==> config.mk <==
export PLATFORM = sky130hd
export DESIGN_NAME = apb_requester_engine_flat
export DESIGN_NICKNAME = d
export VERILOG_FILES = /design/src/rtl/apb_requester_pkg.sv /design/src/rtl/apb_if.sv /design/src/rtl/apb_requester_engine.sv /design/src/flat_wrapper.sv
export SDC_FILE = /design/constraint.sdc
export NUM_CORES = 1
export LEC_CHECK = 0
export BUFFER_PORTS_ARGS = -buffer_cell sky130_fd_sc_hd__clkbuf_2
export CORE_ASPECT_RATIO = 1.4
export CORE_UTILIZATION = 45
export CTS_CLUSTER_SIZE = 25
export DETAILED_ROUTE_END_ITERATION = 10
export PLACE_DENSITY = 0.78
export SLEW_MARGIN = 30
export SYNTH_ARGS = -nofsm -noshare
export SYNTH_HDL_FRONTEND = slang
export SYNTH_SLANG_ARGS = --single-unit
==> constraint.sdc <==
create_clock -name clk -period 2.6 [get_ports clk]
set_input_delay 0.13 -clock clk [delete_from_list [all_inputs] [get_ports clk]]
set_output_delay 0.13 -clock clk [all_outputs]
set_load 0.05 [all_outputs]
==> src/rtl/apb_requester_pkg.sv <==
// Shared types for the APB requester engine and the bridge front-ends that feed it.
package apb_requester_pkg;

  // The engine only handles 32-bit APB data.
  localparam int APB_DATA_WIDTH = 32;

  // Transfer sequencing states. The values are fixed so debug tools can decode them.
  typedef enum logic [1:0] {
    IDLE   = 2'h0,
    SETUP  = 2'h1,
    ACCESS = 2'h2,
    RESP   = 2'h3
  } state_e;

  // Response payload returned to the command source.
  typedef struct packed {
    logic [APB_DATA_WIDTH-1:0] rdata;
    logic                      err;
    logic                      timeout;
  } resp_t;

  localparam resp_t RESP_CLEAR = '{rdata: '0, err: 1'b0, timeout: 1'b0};

endpackage

==> src/rtl/apb_if.sv <==
// APB bus bundle. pclk must be the requester's own clock.
interface apb_if #(
  parameter int ADDR_WIDTH = 16,
  parameter int DATA_WIDTH = 32
) (
  input logic pclk
);

  logic [ADDR_WIDTH-1:0]   paddr;
  logic                    psel;
  logic                    penable;
  logic                    pwrite;
  logic [DATA_WIDTH-1:0]   pwdata;
  logic [DATA_WIDTH/8-1:0] pstrb;
  logic                    pready;
  logic [DATA_WIDTH-1:0]   prdata;
  logic                    pslverr;

  modport requester (
    output paddr, psel, penable, pwrite, pwdata, pstrb,
    input  pready, prdata, pslverr
  );

  modport completer (
    input  pclk, paddr, psel, penable, pwrite, pwdata, pstrb,
    output pready, prdata, pslverr
  );

endinterface

==> src/rtl/apb_requester_engine.sv <==
// Single-outstanding APB requester: command stream in, APB setup/access out,
// response stream back, with a bounded wait on pready.
//
// Handshakes: a beat transfers on a rising clk edge where valid && ready are
// both high. A producer holds valid and its payload stable until that edge;
// ready may be used by the consumer freely. Here cmd_ready is high only in
// IDLE, and resp_valid plus every resp_* field stays frozen until resp_ready.
module apb_requester_engine
  import apb_requester_pkg::*;
#(
  parameter int ADDR_WIDTH     = 16,
  parameter int DATA_WIDTH     = 32,
  parameter int TIMEOUT_CYCLES = 255
) (
  input  logic                  clk,
  input  logic                  rst,
  input  logic                  cmd_valid,
  output logic                  cmd_ready,
  input  logic                  cmd_write,
  input  logic [ADDR_WIDTH-1:0] cmd_addr,
  input  logic [DATA_WIDTH-1:0] cmd_wdata,
  output logic                  resp_valid,
  input  logic                  resp_ready,
  output logic [DATA_WIDTH-1:0] resp_rdata,
  output logic                  resp_err,
  output logic                  resp_timeout,
  output state_e                dbg_state,
  apb_if.requester              apb
);

  // Elaboration guards on parameters the datapath cannot support.
  if (DATA_WIDTH != APB_DATA_WIDTH) begin : g_bad_data_width
    $error("apb_requester_engine: DATA_WIDTH must be 32");
  end
  if (TIMEOUT_CYCLES < 1 || TIMEOUT_CYCLES > 65535) begin : g_bad_timeout
    $error("apb_requester_engine: TIMEOUT_CYCLES must be in 1..65535");
  end

  // Wait counter is just wide enough to hold TIMEOUT_CYCLES.
  localparam int CNT_W = $clog2(TIMEOUT_CYCLES + 1);
  localparam logic [CNT_W-1:0] TO_LIM = CNT_W'(TIMEOUT_CYCLES);

  state_e                r_state;
  state_e                w_state_next;
  logic                  r_cmd_ready;
  logic [ADDR_WIDTH-1:0] r_paddr;
  logic                  r_pwrite;
  logic [DATA_WIDTH-1:0] r_pwdata;
  logic                  r_psel;
  logic                  r_penable;
  logic [CNT_W-1:0]      r_wait_cnt;
  logic [CNT_W-1:0]      w_cnt_inc;
  logic                  w_accept;
  logic                  w_timeout_hit;
  logic                  r_resp_valid;
  resp_t                 r_resp;

  // A command is taken only while the registered ready is up, which implies IDLE.
  assign w_accept = cmd_valid && r_cmd_ready;

  // Saturating increment so the counter can never wrap back to zero.
  assign w_cnt_inc = (r_wait_cnt == TO_LIM) ? r_wait_cnt : r_wait_cnt + CNT_W'(1);

  // Abort when this non-ready cycle is the TIMEOUT_CYCLES-th one; a pready
  // arriving on that same cycle takes priority in the state logic.
  assign w_timeout_hit = !apb.pready && (w_cnt_inc == TO_LIM);

  // State register.
  always_ff @(posedge clk) begin
    if (rst) begin
      r_state <= IDLE;
    end else begin
      r_state <= w_state_next;
    end
  end

  // Next-state decode for the IDLE -> SETUP -> ACCESS -> RESP loop.
  always_comb begin
    w_state_next = r_state;
    case (r_state)
      IDLE: begin
        if (w_accept) w_state_next = SETUP;
      end
      SETUP: begin
        w_state_next = ACCESS;
      end
      ACCESS: begin
        if (apb.pready || w_timeout_hit) w_state_next = RESP;
      end
      RESP: begin
        if (resp_ready) w_state_next = IDLE;
      end
      default: w_state_next = IDLE;
    endcase
  end

  // cmd_ready is registered from the next state so it is high exactly in IDLE.
  always_ff @(posedge clk) begin
    if (rst) begin
      r_cmd_ready <= 1'b0;
    end else begin
      r_cmd_ready <= (w_state_next == IDLE);
    end
  end

  // APB request signals: latch the command, then walk psel/penable through the phases.
  always_ff @(posedge clk) begin
    if (rst) begin
      r_paddr   <= '0;
      r_pwrite  <= 1'b0;
      r_pwdata  <= '0;
      r_psel    <= 1'b0;
      r_penable <= 1'b0;
    end else begin
      case (r_state)
        IDLE: begin
          if (w_accept) begin
            r_paddr   <= cmd_addr;
            r_pwrite  <= cmd_write;
            r_pwdata  <= cmd_wdata;
            r_psel    <= 1'b1;
            r_penable <= 1'b0;
          end
        end
        SETUP: begin
          r_penable <= 1'b1;
        end
        ACCESS: begin
          if (apb.pready || w_timeout_hit) begin
            r_psel    <= 1'b0;
            r_penable <= 1'b0;
          end
        end
        default: begin
          r_psel    <= 1'b0;
          r_penable <= 1'b0;
        end
      endcase
    end
  end

  // Wait counter: cleared in SETUP, counts non-ready ACCESS cycles.
  always_ff @(posedge clk) begin
    if (rst) begin
      r_wait_cnt <= '0;
    end else if (r_state == SETUP) begin
      r_wait_cnt <= '0;
    end else if (r_state == ACCESS && !apb.pready) begin
      r_wait_cnt <= w_cnt_inc;
    end
  end

  // Response capture on completion or abort; held until the consumer takes it.
  always_ff @(posedge clk) begin
    if (rst) begin
      r_resp_valid <= 1'b0;
      r_resp       <= RESP_CLEAR;
    end else begin
      case (r_state)
        ACCESS: begin
          if (apb.pready) begin
            r_resp_valid   <= 1'b1;
            r_resp.err     <= apb.pslverr;
            r_resp.timeout <= 1'b0;
            r_resp.rdata   <= (r_pwrite || apb.pslverr) ? '0 : apb.prdata;
          end else if (w_timeout_hit) begin
            r_resp_valid   <= 1'b1;
            r_resp.err     <= 1'b1;
            r_resp.timeout <= 1'b1;
            r_resp.rdata   <= '0;
          end
        end
        RESP: begin
          if (resp_ready) r_resp_valid <= 1'b0;
        end
        default: begin
          r_resp_valid <= 1'b0;
        end
      endcase
    end
  end

  assign cmd_ready    = r_cmd_ready;
  assign resp_valid   = r_resp_valid;
  assign resp_rdata   = r_resp.rdata;
  assign resp_err     = r_resp.err;
  assign resp_timeout = r_resp.timeout;
  assign dbg_state    = r_state;

  assign apb.paddr   = r_paddr;
  assign apb.psel    = r_psel;
  assign apb.penable = r_penable;
  assign apb.pwrite  = r_pwrite;
  assign apb.pwdata  = r_pwdata;
  assign apb.pstrb   = '1;

endmodule

==> src/flat_wrapper.sv <==
// flat-port wrapper written by rule: the top's interface ports become plain ports
module apb_requester_engine_flat import apb_requester_pkg::*;
#(
  parameter int ADDR_WIDTH     = 16,
  parameter int DATA_WIDTH     = 32,
  parameter int TIMEOUT_CYCLES = 255
)
  (clk, rst, cmd_valid, cmd_ready, cmd_write, cmd_addr, cmd_wdata, resp_valid, resp_ready, resp_rdata, resp_err, resp_timeout, dbg_state, pclk, apb_paddr, apb_psel, apb_penable, apb_pwrite, apb_pwdata, apb_pstrb, apb_pready, apb_prdata, apb_pslverr);
  apb_if #(.ADDR_WIDTH(ADDR_WIDTH), .DATA_WIDTH(DATA_WIDTH)) apb_i (.pclk(pclk));
  input  logic clk;
  input  logic rst;
  input  logic cmd_valid;
  output logic cmd_ready;
  input  logic cmd_write;
  input  logic [ADDR_WIDTH-1:0] cmd_addr;
  input  logic [DATA_WIDTH-1:0] cmd_wdata;
  output logic resp_valid;
  input  logic resp_ready;
  output logic [DATA_WIDTH-1:0] resp_rdata;
  output logic resp_err;
  output logic resp_timeout;
  output state_e dbg_state;
  input wire logic pclk;
  output wire logic [$bits(apb_i.paddr)-1:0] apb_paddr;
  output wire logic [$bits(apb_i.psel)-1:0] apb_psel;
  output wire logic [$bits(apb_i.penable)-1:0] apb_penable;
  output wire logic [$bits(apb_i.pwrite)-1:0] apb_pwrite;
  output wire logic [$bits(apb_i.pwdata)-1:0] apb_pwdata;
  output wire logic [$bits(apb_i.pstrb)-1:0] apb_pstrb;
  input wire logic [$bits(apb_i.pready)-1:0] apb_pready;
  input wire logic [$bits(apb_i.prdata)-1:0] apb_prdata;
  input wire logic [$bits(apb_i.pslverr)-1:0] apb_pslverr;
  assign apb_paddr = apb_i.paddr;
  assign apb_psel = apb_i.psel;
  assign apb_penable = apb_i.penable;
  assign apb_pwrite = apb_i.pwrite;
  assign apb_pwdata = apb_i.pwdata;
  assign apb_pstrb = apb_i.pstrb;
  assign apb_i.pready = apb_pready;
  assign apb_i.prdata = apb_prdata;
  assign apb_i.pslverr = apb_pslverr;
  apb_requester_engine #(.ADDR_WIDTH(ADDR_WIDTH), .DATA_WIDTH(DATA_WIDTH), .TIMEOUT_CYCLES(TIMEOUT_CYCLES)) u_core (.clk(clk), .rst(rst), .cmd_valid(cmd_valid), .cmd_ready(cmd_ready), .cmd_write(cmd_write), .cmd_addr(cmd_addr), .cmd_wdata(cmd_wdata), .resp_valid(resp_valid), .resp_ready(resp_ready), .resp_rdata(resp_rdata), .resp_err(resp_err), .resp_timeout(resp_timeout), .dbg_state(dbg_state), .apb(apb_i));
endmodule
==> impl_results.md <==
* Worst-path clk slew at 60 ps
* Mean Syn Cell Area at 8.35 µm²
* Number of H-tree levels at 3
* Final Util at 61.3%
* GRT overflow at 0
* Crit path max fanout at 32
* Critical path cell sequence: ha_1 > nand4_1 > o32a_4 > o311ai_4 > buf_4 > o21ai_0
* Critical path arrival at 2340 ps
* Count of pins over their slew limit at 0
* Clk sink count at 97
* Largest net degree at the start of global routing at 41
* Die area at 8820 µm²
* Num rows at 39
* Max-slew headroom at 55.5%
* Pleak at 2.15 nW
* FF+latch count, synth at 97
* Fin crit share at 82.3%
* Detail Placement HPWL at 6890 µm
* Synth top area share at 51.1%
* Post-route antenna net violation count at 0
* Initial DRC count at 155
* EDFF count, synth at 0
* Post-Syn Area at 3800 µm²
* Num ports at 181
* Die height at 111 µm
* Seq/Total Area, Yosys at 51.1%
* Main synth FF type: dfxtp_1
* Initial core utilization at 46.4%
* Status: complete, no violations
* Min cycle time layout at 2140 ps
* Slowest cell on crit path: dfxtp_1
* CTS Buffer Depth at 2
* # nets final at 708
* All-Layer GR Usage at 21.4%
* Post-synth top area cell: dfxtp_1
* N_diodes at 0
* Nature of the critical path startpoint: flop
* Fill cells at 740
* Min-Delay Path Class: in -> reg
* Vias in the first global route at 3,474
* Final Hold Viols at 0
* First-pass GRT wire length at 15,000 µm
* Async set-reset flop share out of synthesis at 0%
* Syn. warnings at 0
* CTS Buf Count at 9
* Post-CTS Resized at 0
* Port Buffers at 175
* Max-cap violations at 0
* FMAX at 467 MHz
* CP peak stage delay at 420 ps
* Root buf cell: clkbuf_16
* Die width at 79.7 µm
* Core Footprint at 8200 µm²
* WL per Instance at 13.0 µm
* Initial antenna violation count at 0
* Pwr per Cell Area at 690 nW/µm²
* Final clock skew at 4.44 ps
* Vias at 3,659
* Post-route DRC at 0
* Layout cells sized above 1 at 33.5%
* RSZ-0062 raised after global routing: false
* Maximum vdd drop at 0.457 mV
* Clk Latency, worst-skew pair at 330 ps
* Worst Max-Slew Pin Slew at 667 ps
* Critical Path Sink Type: flop
* Post-route setup TNS at 0 ps
* Final setup fails at 0
* GPL Wtd Cong at 0.767
* Setup CP Type: reg -> reg
* TritonCTS clock tree: done
* Post-Syn Instances at 455
* DRT Pass-1 Iters at 4
* Req. time, crit path at 2800 ps
* Area grow syn2layout at 32.2%
* Largest cells by area after synthesis: dfxtp_1 (51%), nand2_1 (10%), a21oi_1 (7.4%)
* Post-synth cell types at 46
* Vias per cell at 5.05
* Drt total wl at 9400 µm
## cells in the mapped netlist (2+ instances only)
library cell  instances
nand2_1             103
dfxtp_1              97
a21oi_1              56
inv_1                38
a22oi_1              32
o21ai_0              28
clkbuf_1             22
nor2_1               13
o21ai_1               7
nor3_1                6
buf_4                 4
nand3_1               4
buf_2                 3
clkbuf_8              3
nand4_1               3
mux2i_1               2
nand2b_1              2
nor4_1                2
o211ai_1              2
or3_1                 2
## cell families (layout without fill, tap and decap cells)
| logic type | Yosys count | count (layout) | synth area share (%) |
|---|---|---|---|
| fa+ha+maj | 1 | 1 | 0.329 |
| buf+inv | 71 | 236 | 8.39 |
| xor+xnor | 2 | 2 | 0.461 |
| flops | 97 | 97 | 51.1 |
| mux | 2 | 2 | 0.527 |
| other cells | 1 | 4 | 0.0987 |
| compound gates | 137 | 137 | 22.7 |
| simple gates | 144 | 144 | 16.4 |
## report_power, final
group / switching (mW) / leakage, nW / internal, mW
clock network: 0.525 / 0.144 / 0.764
registers: 0.0390 / 0.787 / 1.55
logic: 0.429 / 1.21 / 0.155
## path summary, 6_finish.rpt
check | startpoint | to | slack, ps | depth (start not counted)
worst min register to register | u_core.apb.pwdata[12] | u_core.apb.pwdata[12] | 450 | 2
worst min-delay path | cmd_wdata[18] | u_core.apb.pwdata[18] | 20 | 3
worst max-delay path | u_core.r_wait_cnt[0] | u_core.resp_rdata[10] | 460 | 6
worst max register to register | u_core.r_wait_cnt[0] | u_core.resp_rdata[10] | 460 | 6
## placed cells by master (no fill, tap or decap), drive strengths merged, types with 2 or more instances in the layout
cell,synthesis,final
nor4,2,2
or3,3,3
o21ai,35,35
nand2,103,103
clkinv,0,3
o211ai,2,2
clkbuf,26,185
o41ai,2,2
buf,7,7
dfxtp,97,97
nand4,4,4
a22oi,32,32
a21oi,56,56
mux2i,2,2
inv,38,38
nor3,6,6
nand3,4,4
conb,1,4
nor2,13,13
nand2b,2,2
## stage by stage
stage	total power [mW]	hold slack [ps]	worst slack, ps	cell area (µm²)	cells
after floorplan	2.04	230	602	3810	458
final	3.47	16.3	459	5020	725
after CTS	3.50	0.881	459	5020	725
after detailed placement	2.21	359	466	4720	709
after global routing	3.61	14.1	275	5020	725
after global placement	2.20	353	537	4720	709
## registers in the layout, indices dropped and copies added (netlist names), 2 cells and up
register	cells
u_core.apb.paddr	16
u_core.resp_rdata	32
u_core.dbg_state	2
u_core.r_wait_cnt	8
u_core.apb.pwdata	32
## metal layers
metal | vias to the layer above | share of wire [%] | global-route usage, %
met4 | 0 | 1.5 | 7.88
li1 | 1857 | - | -
met2 | 135 | 52 | 40.1
met3 | 10 | 7.2 | 5.76
met1 | 1657 | 40 | 21.9
met5 | - | 0 | 0
## critical path: cells and delay by family (launching register included)
| kind | cells | cell delay [ps] |
|---|---|---|
| AO/OA/AOI/OAI | 3 | 780 |
| flip-flops | 1 | 420 |
| adder cells (fa/ha/maj) | 1 | 340 |
| buffers and inverters | 1 | 330 |
| AND/OR/NAND/NOR | 1 | 150 |
## cell type report
type | count | area [µm²] | area share, %
Clock buffer | 10 | 239 | 4.76
Clock inverter | 5 | 56.3 | 1.12
Inverter | 38 | 143 | 2.84
Multi-Input combinational cell | 290 | 1570 | 31.2
Sequential cell | 97 | 1940 | 38.6
Tap cell | 102 | 128 | 2.54
Timing Repair Buffer | 183 | 951 | 18.9
## repair_timing
action / in CTS / in global routing
setup buffers: 0 / 0
endpoints found under the hold margin: 1 / 0
hold buffers: 1 / 0
Note: power is estimated with default switching activity, not from simulation.
